`src/rtl/syn_m_frame_ctrl.sv`:
```
// Sync frame sequencer: on each accepted sync pulse, captures the measured pulse
// period (in us) and emits HEAD, PERIOD[15:8], PERIOD[7:0], SEQ on the TX byte
// channel, one byte per TX handshake.
module syn_m_frame_ctrl #(
    parameter logic [7:0]  HEAD       = 8'hA5,
    parameter logic [15:0] TIMEOUT_US = 16'd50
) (
    input  logic       clk_sys,
    input  logic       rst_n,
    input  logic       en,
    input  logic       pluse,
    input  logic       pluse_us,
    input  logic       done_tx,
    input  logic       clr_err,
    output logic       fire_tx,
    output logic [7:0] data_tx,
    output logic       busy,
    output logic [7:0] seq,
    output logic       overrun,
    output logic       timeout_err
);

    // state  | meaning
    // -------+----------------------------------------------------------
    // IDLE   | no frame in progress, waiting for an enabled sync pulse
    // FIRE   | one-cycle transmit strobe for the byte selected by idx
    // WAIT   | waiting for done_tx; us ticks counted towards timeout
    // NEXT   | advance to the next byte, or close the frame after byte 3
    typedef enum logic [1:0] {
        S_IDLE = 2'd0,
        S_FIRE = 2'd1,
        S_WAIT = 2'd2,
        S_NEXT = 2'd3
    } state_t;

    state_t      state_q, state_d;
    logic [1:0]  idx_q, idx_d;
    logic [15:0] per_cnt_q, per_cnt_d;
    logic [15:0] period_q, period_d;
    logic [15:0] tmo_q, tmo_d;
    logic [15:0] tmo_inc;
    logic [7:0]  data_q, data_d;
    logic [7:0]  seq_q, seq_d;
    logic        ovr_q, ovr_d;
    logic        tmo_err_q, tmo_err_d;
    logic        tmo_hit;
    logic [1:0]  idx_nxt;

    // Byte carried at a given frame position.
    function automatic logic [7:0] byte_sel(input logic [1:0] i,
                                            input logic [15:0] per,
                                            input logic [7:0] s);
        logic [7:0] b;
        case (i)
            2'd0:    b = HEAD;
            2'd1:    b = per[15:8];
            2'd2:    b = per[7:0];
            default: b = s;
        endcase
        return b;
    endfunction

    assign tmo_inc = tmo_q + 16'd1;
    assign idx_nxt = idx_q + 2'd1;

    // Free-running period counter; a pulse restarts it and, when a frame is
    // accepted, snapshots the elapsed count. A tick coinciding with a pulse
    // is discarded so the new period starts from exactly zero.
    always_comb begin
        per_cnt_d = per_cnt_q;
        period_d  = period_q;
        if (pluse) begin
            per_cnt_d = 16'd0;
            if ((state_q == S_IDLE) && en) begin
                period_d = per_cnt_q;
            end
        end else if (pluse_us && (per_cnt_q != 16'hFFFF)) begin
            per_cnt_d = per_cnt_q + 16'd1;
        end
    end

    // Frame sequencing: next state, byte index, outgoing byte, SEQ and the
    // done_tx watchdog. done_tx wins over a timeout landing in the same cycle.
    always_comb begin
        state_d = state_q;
        idx_d   = idx_q;
        data_d  = data_q;
        seq_d   = seq_q;
        tmo_d   = tmo_q;
        tmo_hit = 1'b0;
        case (state_q)
            S_IDLE: begin
                if (pluse && en) begin
                    state_d = S_FIRE;
                    idx_d   = 2'd0;
                    data_d  = HEAD;
                end
            end
            S_FIRE: begin
                state_d = S_WAIT;
                tmo_d   = 16'd0;
            end
            S_WAIT: begin
                if (done_tx) begin
                    state_d = S_NEXT;
                end else if (pluse_us) begin
                    if (tmo_inc >= TIMEOUT_US) begin
                        state_d = S_IDLE;
                        idx_d   = 2'd0;
                        tmo_hit = 1'b1;
                    end else begin
                        tmo_d = tmo_inc;
                    end
                end
            end
            S_NEXT: begin
                if (idx_q != 2'd3) begin
                    state_d = S_FIRE;
                    idx_d   = idx_nxt;
                    data_d  = byte_sel(idx_nxt, period_q, seq_q);
                end else begin
                    state_d = S_IDLE;
                    idx_d   = 2'd0;
                    seq_d   = seq_q + 8'd1;
                end
            end
            default: begin
                state_d = S_IDLE;
                idx_d   = 2'd0;
            end
        endcase
    end

    // Sticky error flags; a set event in the same cycle as clr_err wins.
    always_comb begin
        ovr_d     = ovr_q;
        tmo_err_d = tmo_err_q;
        if (clr_err) begin
            ovr_d     = 1'b0;
            tmo_err_d = 1'b0;
        end
        if (pluse && (state_q != S_IDLE)) begin
            ovr_d = 1'b1;
        end
        if (tmo_hit) begin
            tmo_err_d = 1'b1;
        end
    end

    // State and datapath registers, all cleared asynchronously.
    always_ff @(posedge clk_sys or negedge rst_n) begin
        if (!rst_n) begin
            state_q   <= S_IDLE;
            idx_q     <= 2'd0;
            per_cnt_q <= 16'd0;
            period_q  <= 16'd0;
            tmo_q     <= 16'd0;
            data_q    <= 8'd0;
            seq_q     <= 8'd0;
            ovr_q     <= 1'b0;
            tmo_err_q <= 1'b0;
        end else begin
            state_q   <= state_d;
            idx_q     <= idx_d;
            per_cnt_q <= per_cnt_d;
            period_q  <= period_d;
            tmo_q     <= tmo_d;
            data_q    <= data_d;
            seq_q     <= seq_d;
            ovr_q     <= ovr_d;
            tmo_err_q <= tmo_err_d;
        end
    end

    assign fire_tx     = (state_q == S_FIRE);
    assign busy        = (state_q != S_IDLE);
    assign data_tx     = data_q;
    assign seq         = seq_q;
    assign overrun     = ovr_q;
    assign timeout_err = tmo_err_q;

endmodule

```
`config.mk`:
```
export PLATFORM = sky130hd
export DESIGN_NAME = syn_m_frame_ctrl
export DESIGN_NICKNAME = d
export VERILOG_FILES = /design/src/rtl/syn_m_frame_ctrl.sv
export SDC_FILE = /design/constraint.sdc
export NUM_CORES = 1
export LEC_CHECK = 0
export ABC_AREA = 1
export CORE_ASPECT_RATIO = 0.5
export CORE_UTILIZATION = 57
export CTS_BUF_LIST = sky130_fd_sc_hd__clkbuf_8
export CTS_CLUSTER_SIZE = 16
export DETAILED_ROUTE_END_ITERATION = 8
export PLACE_DENSITY = 0.87
export SLEW_MARGIN = 20
export SYNTH_ARGS = -nofsm -noshare
export SYNTH_HDL_FRONTEND = slang
export SYNTH_SLANG_ARGS = --single-unit
```
`constraint.sdc`:
```
create_clock -name clk_sys -period 4.1 [get_ports clk_sys]
set_input_delay 1.025 -clock clk_sys [delete_from_list [all_inputs] [get_ports clk_sys]]
set_output_delay 1.025 -clock clk_sys [all_outputs]
set_load 0.02 [all_outputs]
```
==> results.cfg <==
[run_status]
status = completed

[yosys]
ys_types = 30
netlist_instances = 484
synth-seq-cells = 70
seq_area_frac_synth = 0.463
synth.avg_cell_area_um2 = 7.81
synth_warnings = 0
synth_area_um2 = 3780
synth_fp_nets = 503

[cts]
cts.sinks = 70
post_cts_buffers = 0
clockBufferDepth = 2
numCtsBuffers = 9
cts-resized-gates = 0
cts_tree = built
cts_root_buf = clkbuf_8
postCtsHoldBufs = 0
insertion_delay_ps = 360
htreeDepth = 3
clk_pin_slew_ps = 70

[flow_run]
maxCapViolations = 0

[timing]
setup_ws_ps = 1190
hold_viol_final = 0
worst_pin_slew_ps = 989
slew_viol_final = 0
tns_ps = 0
skew_ps = 11.4
min_period_ps = 2910
slew_headroom = 0.336
fmax_mhz = 343
final.period_utilization = 0.711
setup_viol = 0
rsz0062_at_grt = false

[critical_path]
r2r-end = tmo_q[6]$_DFFE_PN0P_
crit_fanout = 5
reg2reg_slack_ps = 1770
critPathKind = reg2out
r2r_cells = 13
startpoint_type = flip-flop
required_ps = 3070
critPathCaptureType = output pin
cp.arrival_ps = 1890
r2r-start = tmo_q[0]$_DFFE_PN0P_

[global_routing]
grt_max_degree = 41
grt_overflow = 0
grt_first_pass_wirelength_mm = 13.8
antenna_found_initial = 0
grt_pass1_vias = 3122
grt_use_total = 0.266

[pwr]
clockPowerShare = 0.259
total_power_mw = 1.92
seqPwrFrac = 0.430
power.internal_mw = 1.22
combPwrFrac = 0.311
netSwitchingPower_uw = 702
power_density_nw_per_um2 = 448
ir_drop_mv = 0.182
p_sw_frac = 0.365
leakage_nw = 1.95

[drt]
via_per_inst = 5.33
wl_per_cell_um = 13.4
drc = 0
vias = 3229
ant_nets = 0
wl_mm = 8.11
dr.pass1.iters = 5
drt_iter0_drc = 232

[die]
dieHeight_um = 59.6
die_x_um = 117
start_util = 0.607
core_um2 = 6230
rows = 20
die_area_um2 = 6980
io_pins = 27

[layout]
final_cell_mix = 115 x nand2_1, 70 x dfrtp_1, 67 x inv_1
drive_gt1_frac = 0.0637
multi_input_area_um2 = 1740
nets = 532
seq_area_um2 = 1750
diodes = 0
fill_cells = 509
layout_commonest_cell = nand2_1
layout-area-overhead-vs-synth_pct = 13.5

[placement]
dp_worst_setup_slack_ps = 1190
port_buffers = 26
gp_congestion = 0.865
dp_hpwl_mm = 6.00

[worst_hold_path]
hold-path-cell-count = 2
min_to = overrun$_DFFE_PN0P_
hold_class = reg2reg
hp-start = overrun$_DFFE_PN0P_
==> synth_stat cells (all sizes together) <==
cell / number / area [um2]
clkbuf: 7 / 26.3
xor2: 9 / 78.8
o21ai: 49 / 268
xnor2: 4 / 35.0
nand3: 38 / 190
ha: 12 / 150
a31oi: 1 / 6.26
nand4: 10 / 62.6
o31ai: 1 / 7.51
buf: 3 / 20.0
a221oi: 4 / 35.0
nand3b: 1 / 7.51
nor4: 3 / 18.8
a22o: 4 / 35.0
nor2: 58 / 243
a21oi: 12 / 60.1
nand2: 119 / 457
nor3: 8 / 40.0
inv: 66 / 248
or2: 1 / 6.26
dfrtp: 70 / 1750
o32ai: 4 / 35.0
==> power by group through the flow <==
stage          sequential, mW  combinational (mW)  clock [mW]
2_1_floorplan           0.850               0.400           0
3_3_place_gp            0.836               0.574           0
3_5_place_dp            0.838               0.592           0
4_1_cts                 0.825               0.595       0.511
5_1_grt                 0.834               0.668       0.538
6_report                0.827               0.598       0.498
==> per-layer routing <==
| layer | vias up | share of wire | GRT usage |
|---|---|---|---|
| li1 | 1635 | - | - |
| met1 | 1518 | 0.45 | 0.318 |
| met2 | 61 | 0.49 | 0.453 |
| met3 | 15 | 0.040 | 0.0890 |
| met4 | 0 | 0.018 | 0.0976 |
| met5 | - | 0 | 0 |
==> logic make-up after synthesis <==
kind of cell | share of synthesized area
AO/OA/AOI/OAI | 0.118
AND/OR/NAND/NOR | 0.271
XOR/XNOR | 0.0301
buffers and inverters | 0.0778
flip-flops | 0.463
adder cells (fa/ha/maj) | 0.0397
==> registers in the layout, summed over array words and instances, names as in the netlist <==
signal / flops
state_q: 2
seq: 8
period_q: 16
data_tx: 8
overrun: 1
tmo_q: 16
idx_q: 2
timeout_err: 1
per_cnt_q: 16
==> metrics by stage <==
stage / cells / area, um2 / utilization / hold slack (ps)
3_3_place_gp: 590 / 4120 / 0.660 / 468
4_1_cts: 606 / 4290 / 0.689 / 494
6_report: 606 / 4290 / 0.689 / 490
3_5_place_dp: 590 / 4120 / 0.660 / 477
2_1_floorplan: 484 / 3780 / - / 453
5_1_grt: 606 / 4290 / 0.689 / 511
==> how the worst max path moves through the flow <==
stage / startpoint / to / slack [ps] / cells past startpoint
finish: state_q[0]$_DFFE_PN0P_ / busy / 1190 / 4
global route: state_q[0]$_DFFE_PN0P_ / busy / 1110 / 4
CTS: state_q[0]$_DFFE_PN0P_ / busy / 1200 / 4
detailed placement: pluse / data_tx[0]$_DFFE_PN0P_ / 1190 / 5
global placement: pluse / data_tx[0]$_DFFE_PN0P_ / 1280 / 4
floorplan: tmo_q[1]$_DFFE_PN0P_ / tmo_q[3]$_DFFE_PN0P_ / 2160 / 15
==> worst max-delay path, cell delays in order (launching register included) <==
cell and delay, ps:
dfrtp_1 430, inv_1 100, ha_1 260, inv_1 130, clkdlybuf4s50_1 620
==> final cells by class <==
type,count,area share
Inverter,66,0.0577
Clock buffer,11,0.0353
Tap cell,88,0.0256
Sequential cell,70,0.408
Clock inverter,5,0.00612
Timing Repair Buffer,28,0.0630
Multi-Input combinational cell,338,0.404
Note: power is estimated with default switching activity, not from simulation.
